--- config.mk ---
export PLATFORM = sky130hd
export DESIGN_NAME = mem_port_arbiter
export DESIGN_NICKNAME = d
export VERILOG_FILES = /design/src/rtl/mem_port_arbiter.sv
export SDC_FILE = /design/constraint.sdc
export NUM_CORES = 1
export LEC_CHECK = 0
export BUFFER_PORTS_ARGS = -buffer_cell sky130_fd_sc_hd__buf_2
export CAP_MARGIN = 20
export CORE_MARGIN = 1
export CORE_UTILIZATION = 38
export DETAILED_ROUTE_END_ITERATION = 6
export GPL_TIMING_DRIVEN = 0
export PLACE_DENSITY = 0.87
export SLEW_MARGIN = 20
export SYNTH_ARGS = -nofsm -noshare
export SYNTH_HDL_FRONTEND = slang
export SYNTH_SLANG_ARGS = --single-unit
export TNS_END_PERCENT = 50
--- constraint.sdc ---
create_clock -name clk -period 1.89 [get_ports clk]
set_clock_uncertainty 0.15 [all_clocks]
set_input_delay 0.378 -clock clk [delete_from_list [all_inputs] [get_ports clk]]
set_output_delay 0.378 -clock clk [all_outputs]
set_load 0.02 [all_outputs]
--- src/rtl/mem_port_arbiter.sv ---
// Two-requester arbiter for the shared 8-bit memory port: registered owner FSM,
// round-robin tie-break, burst limit. Define MEM_PORT_ARBITER_STATS_EN for per-requester stall counters.
module mem_port_arbiter #(
    parameter int AW        = 8,
    parameter int DW        = 8,
    parameter int MAX_BURST = 4
) (
    input  logic          clk,
    input  logic          reset,
    input  logic          r0_req,
    input  logic [AW-1:0] r0_addr,
    input  logic          r0_we,
    input  logic [DW-1:0] r0_wdata,
    output logic          r0_gnt,
    output logic [DW-1:0] r0_rdata,
    output logic          r0_rvalid,
    input  logic          r1_req,
    input  logic [AW-1:0] r1_addr,
    input  logic          r1_we,
    input  logic [DW-1:0] r1_wdata,
    output logic          r1_gnt,
    output logic [DW-1:0] r1_rdata,
    output logic          r1_rvalid,
    output logic [AW-1:0] mem_addr,
    output logic          mem_we,
    output logic [DW-1:0] mem_wdata,
    input  logic [DW-1:0] mem_rdata,
    output logic [15:0]   r0_wait_cnt,
    output logic [15:0]   r1_wait_cnt
);

    typedef enum logic [1:0] {IDLE, OWN0, OWN1} state_t;

    localparam logic [3:0] BURST_LAST = 4'(MAX_BURST - 1);

    state_t     state;
    logic       rr_ptr;
    logic [3:0] burst_cnt;
    logic       own_req;
    logic       other_req;
    logic       keep_owner;

    assign r0_gnt = (state == OWN0);
    assign r1_gnt = (state == OWN1);

    // Current owner's view of the request lines; only meaningful in OWN0/OWN1.
    assign own_req    = r1_gnt ? r1_req : r0_req;
    assign other_req  = r1_gnt ? r0_req : r1_req;
    assign keep_owner = own_req && (!other_req || (burst_cnt != BURST_LAST));

    // NOTE: state registers use non-blocking assignments so every flop samples
    // pre-edge values; the asynchronous reset puts them in a known state at once.
    always_ff @(posedge clk or negedge reset) begin
        if (!reset) begin
            state     <= IDLE;
            rr_ptr    <= 1'b0;
            burst_cnt <= '0;
        end else begin
            case (state)
                IDLE: begin
                    burst_cnt <= '0;
                    if (r0_req && (!r1_req || !rr_ptr))
                        state <= OWN0;
                    else if (r1_req)
                        state <= OWN1;
                end
                OWN0, OWN1: begin
                    if (keep_owner) begin
                        if (burst_cnt != BURST_LAST)
                            burst_cnt <= burst_cnt + 4'd1;
                    end else begin
                        burst_cnt <= '0;
                        rr_ptr    <= (state == OWN0);
                        if (other_req)
                            state <= (state == OWN0) ? OWN1 : OWN0;
                        else
                            state <= IDLE;
                    end
                end
                default: state <= IDLE;
            endcase
        end
    end

    // NOTE: every output of this block gets a default first, so no path leaves
    // one unassigned and no latch is inferred.
    always_comb begin
        mem_addr  = '0;
        mem_wdata = '0;
        mem_we    = 1'b0;
        if (r0_gnt) begin
            mem_addr  = r0_addr;
            mem_wdata = r0_wdata;
            mem_we    = r0_req & r0_we;
        end else if (r1_gnt) begin
            mem_addr  = r1_addr;
            mem_wdata = r1_wdata;
            mem_we    = r1_req & r1_we;
        end
    end

    // Read data is captured on the edge that ends a granted read cycle.
    always_ff @(posedge clk or negedge reset) begin
        if (!reset) begin
            r0_rdata  <= '0;
            r0_rvalid <= 1'b0;
            r1_rdata  <= '0;
            r1_rvalid <= 1'b0;
        end else begin
            r0_rvalid <= r0_gnt & r0_req & ~r0_we;
            r1_rvalid <= r1_gnt & r1_req & ~r1_we;
            if (r0_gnt && r0_req && !r0_we)
                r0_rdata <= mem_rdata;
            if (r1_gnt && r1_req && !r1_we)
                r1_rdata <= mem_rdata;
        end
    end

`ifdef MEM_PORT_ARBITER_STATS_EN
    always_ff @(posedge clk or negedge reset) begin
        if (!reset) begin
            r0_wait_cnt <= '0;
            r1_wait_cnt <= '0;
        end else begin
            if (r0_req && !r0_gnt && (r0_wait_cnt != 16'hFFFF))
                r0_wait_cnt <= r0_wait_cnt + 16'd1;
            if (r1_req && !r1_gnt && (r1_wait_cnt != 16'hFFFF))
                r1_wait_cnt <= r1_wait_cnt + 16'd1;
        end
    end
`else
    assign r0_wait_cnt = '0;
    assign r1_wait_cnt = '0;
`endif

endmodule

Word level (Yosys, flattened, before mapping):

Cells that the tools add are included.

* flip-flop bits (word level): 25
* word-level logic and storage cells: 59
* input bits: 46

* add/sub/neg operators: 1
* multiplexer cells: 17
* reduce and logical (&&, ||, !) cells: 19
* bitwise logic cells: 9
* equal/unequal tests: 6

Operator list (number)
* 2-to-1 mux 8 bit: 4
* 2-to-1 mux 2 bit: 5
* 2-to-1 mux 4 bit: 2
* case mux 4 bit (2 select lines): 1
* AND 1 bit: 6
* logical AND 1 bit: 6
* != test 3 bit, second input constant: 2
* AND reduction 2 bit: 3
* zero test 1 bit: 5
* adder 4 x 1 -> 4 bit, second input constant: 1
* 2-to-1 mux 1 bit: 4
* != test 4 x 2 -> 1 bit, second input constant: 1
* case mux 2 bit (2 select lines): 1
* NOT 1 bit: 3
* equality test 2 x 1 -> 1 bit, second input constant: 1
* equality test 2 bit, second input constant: 1
* zero test 2 bit: 1
* logical OR 1 bit: 2
* != test 2 bit, second input constant: 1
* nonzero test 2 bit: 1
* OR reduction 2 bit: 1

Logic depth before layout (Yosys ltp):

* depth after elaboration: 7
* depth in mapped cells: 8
* mapped depth without buffers: 7

Worst setup path before layout:

OpenSTA, ideal clock, no wires.

* path kind: register -> output
* start: register state[1]
* end: output port mem_addr[0]
* path buffers: 1
* stages on the path, launching flop included: 6
* required time: 1.362 ns
* slack: -0.268 ns
* arrival: 1.630 ns
* path through: dfrtp_1 inv_1 ha_1 nor2b_1 clkbuf_1 a22o_1

* elaborated cells on any way between the ends: 4
* classes of those cells: 2 x eq/ne; 2 x mux

RTL lines
* from (decl): RTL line 36 `state_t state;`
* from (signal assigned): RTL line 75 `state <= (state == OWN0) ? OWN1 : OWN0;`
* equality test 2 x 1 -> 1 bit: RTL line 43 `assign r0_gnt = (state == OWN0);`
* net r0_gnt: RTL line 14 `output logic r0_gnt,`
* 2-to-1 mux 8 bit: RTL line 91 `if (r0_gnt) begin`
* to (decl): RTL line 24 `output logic [AW-1:0] mem_addr,`

The timed path passes the listed nets, and every way through them passes these cells.

Final worst setup path:

* start: register state[1]
* end: output port mem_wdata[4]

* word-level cells in the longest chain between the ends: 3
* elaborated cells on any way between the ends: 4
* classes of those cells: 2 x eq/ne; 2 x mux

RTL lines
* equality test 2 bit: RTL line 44 `assign r1_gnt = (state == OWN1);`
* 2-to-1 mux 8 bit: RTL line 95 `end else if (r1_gnt) begin`
* 2-to-1 mux 8 bit *: RTL line 91
* to (decl): RTL line 26 `output logic [DW-1:0] mem_wdata,`

Mark *: on every way between the ends. The rest lies on a longest branch, timed or not.

==> run_results.csv <==
group,metric,value,unit
run_status,status,"complete, but fails checks",
run_status,violations,"negative setup slack",
setup_path,critPathMaxFanout,10,
synthesis,synthTopCellsByCount,"57 x nand2_1, 33 x buf_4, 25 x dfrtp_1",
layout,final_core_util,65.7,%
setup_path,startpoint_type,"flip-flop",
cts,cts_tree,"done",
placed_design,placed_area,0.00240,mm2
placed_design,io_buffers,80,
global_routing,globalRoute.totalOverflow,0,
route,first_pass_iters,4,
flow_run,maxCapViolations,0,
floorplan,die_h,68.9,um
setup_path,crit_chain,"inv_4, ha_4, nor2b_4, clkbuf_16, a22o_4, buf_6",
layout,final_design_area_no_fill,0.00272,mm2
synthesis,yosysTopAreaCell,"dfrtp_1",
setup_path,slowest_stage,"dfrtp_2",
setup_path,path_class,"reg2out",
setup_path,regToRegSetupSlack,-0.16,ns
timing,hold_ws,0.168,ns
synthesis,synth_edf_count,0,
global_routing,grt_pass1_vias,1612,
synthesis,synth_simple_gate_area_share,21.8,%
layout,finalNetCount,374,
route,drc_errors,0,
global_routing,antenna_found_initial,0,
synthesis,syn_inst,195,
timing,final.period_utilization,113,%
hold_path,hold_end,"r1_rdata[5]$_DFFE_PN0P_",
setup_path,reg2reg_from,"state[1]$_DFFE_PN0P_",
power_and_ir_drop,peakVddDrop,0.000750,V
floorplan,io_pins,115,
synthesis,synthAdderAreaFrac,5.14,%
global_routing,grt_max_degree,26,
synthesis,yosysMostFrequentCell,"nand2_1",
hold_path,worstHoldStart,"mem_rdata[5]",
cts,cts_buffers,3,
setup_path,max_stage_delay,0.47,ns
synthesis,yosys_warnings,0,
layout,fillers,324,
cts,clkSinkCount,25,
synthesis,synth_mux_area_share,3.09,%
hold_path,hold_class,"in2reg",
route,vias,1677,
floorplan,fp-row-count,23,
power_and_ir_drop,total_power,3.87,mW
setup_path,critPathArrivalTime,1.60,ns
route,viasPerCell,4.53,
timing,post-route-min-period,2.13,ns
setup_path,worstReg2RegEnd,"state[1]$_DFFE_PN0P_",
global_routing,grt_pass1_wl,7760,um
cts,clock_latency,0.26,ns
floorplan,start_util,41.1,%
layout,layout-drive-gt1-share,51.2,%
power_and_ir_drop,power_leakage,1.54,nW
cts,htree_levels,1,
synthesis,ys_ff_latch,25,
synthesis,synth_cell_types,36,
synthesis,synth_top_family_by_area,"simple AND/OR/NAND/NOR gates",
route,wl_per_cell,13.6,um
synthesis,async_flop_share,100,%
floorplan,core_area,0.00414,mm2
synthesis,synth_top_area_share,36.7,%
placed_design,gp_congestion,0.822,
synthesis,synthXorXnorAreaFrac,0,%
setup_path,worstPathRequired,1.36,ns
power_and_ir_drop,p_per_area,1420,mW/mm2
timing,setup_viol,22,
synthesis,synth_compound_area_share,15.3,%
synthesis,synthesis.area,0.00170,mm2
timing,finalHoldViolations,0,
timing,tightest_slew,0.558,ns
cts,root_buffer,"clkbuf_8",
hold_path,min_path_cells,3,
timing,drv_slew,0,
placed_design,place_hpwl,3560,um
timing,rsz0062_at_grt,"true",
floorplan,die_x,68.9,um
layout,multi_input_area,0.00105,mm2
layout,seq_area,628,um2
synthesis,synth_area_leaders,"dfrtp_1 37%, buf_4 15%, nand2_1 13%",
route,drtIter0Drc,113,
floorplan,dieArea,0.00475,mm2
layout,area_delta_synth_final,60.0,%
layout,stdcell_count,370,
placed_design,dpl.cell_count,356,
cts,cts_max_path_buffers,2,
route,drtAntennaViolNets,0,
timing,maxSlewHeadroom,62.8,%
synthesis,ys_seq_area_share,36.7,%
timing,setup_slack,-0.237,ns
cts,path_clk_slew,0.08,ns
synthesis,syn_area_per_cell,8.73,um2
layout,antenna_cells,0,
setup_path,reg2regPathDepth,6,
synthesis,synth_flop_cell,"dfrtp_1",
timing,fmax,0.470,GHz
global_routing,grtUsageTotal,22.1,%
setup_path,cp-end-kind,"primary output",
route,routed_wirelength,5050,um
[worst max path at each step]
| stage | end | cells past startpoint | slack [ns] | start |
|---|---|---|---|---|
| floorplan | state[1]$_DFFE_PN0P_ | 6 | -0.06 | state[0]$_DFFE_PN0P_ |
| finish | mem_wdata[4] | 6 | -0.24 | state[1]$_DFFE_PN0P_ |
| global route | mem_addr[7] | 6 | -0.29 | state[0]$_DFFE_PN0P_ |
| global placement | mem_wdata[3] | 6 | -0.22 | state[0]$_DFFE_PN0P_ |
| detailed placement | mem_wdata[5] | 6 | -0.26 | state[0]$_DFFE_PN0P_ |
| CTS | mem_addr[7] | 6 | -0.21 | state[0]$_DFFE_PN0P_ |
[cell families (layout without fill, tap and decap cells)]
logic type | Yosys count | in the layout
other cells | 1 | 32
fa+ha+maj | 7 | 7
simple gates | 81 | 81
compound gates | 32 | 32
mux | 4 | 4
buf+inv | 45 | 139
flops | 25 | 25
[state kept, by name, indices dropped and copies added (netlist names)]
name       count
r1_rdata       8
r0_rvalid      1
rr_ptr         1
r1_rvalid      1
r0_rdata       8
burst_cnt      4
state          2
[worst max-delay path, delay by kind of cell (launching register included)]
family / cells / cell delay, ns
AOI/OAI and AO/OA: 1 / 0.22
buffers and inverters: 3 / 0.39
DFF: 1 / 0.47
adders and majority gates: 1 / 0.19
and+or+nand+nor: 1 / 0.07
[placed cells by master, fill, tap and decap left out, types with 4 or more instances in the layout]
master and count:
a22o_1 4, dfrtp_1 23, nor2_1 7, buf_4 42
clkbuf_8 5, nand2_1 57, o21ai_0 4, nand3_1 4
buf_6 18, conb_1 32, a22o_4 11, buf_2 64
[metal layers]
| metal | routed length (um) | global-route usage (%) |
|---|---|---|
| met4 | 78 | 4.85 |
| met5 | 0 | 0 |
| met2 | 2730 | 39.7 |
| met1 | 2030 | 28.0 |
| met3 | 208 | 2.63 |
[power by group]
part / internal (mW) / switching (mW)
Clock: 0.150 / 0.157
Combinational: 1.25 / 1.42
Sequential: 0.745 / 0.144
[area by class of cell]
| type | count | area share (%) |
|---|---|---|
| Clock buffer | 4 | 1.65 |
| Inverter | 6 | 1.06 |
| Sequential cell | 25 | 23.1 |
| Buffer | 39 | 11.9 |
| Multi-Input combinational cell | 156 | 38.6 |
| Tap cell | 50 | 2.30 |
| Timing Repair Buffer | 90 | 21.5 |
[through the flow]
stage / setup TNS, ns / worst slack (ns)
after floorplan: -0.0845 / -0.0592
after global placement: -3.83 / -0.218
after detailed placement: -4.87 / -0.256
after CTS: -3.15 / -0.207
after global routing: -5.26 / -0.288
final: -4.11 / -0.237
[what timing repair did]
action                     in CTS  in global routing
hold endpoints to repair       25                  0
hold buffers                    1                  0
setup endpoints to repair      39                 37
buffers inserted                6                  3
pin swaps                       6                  2
gates resized for setup        50                  9
Power figures use the tool's default switching activity.
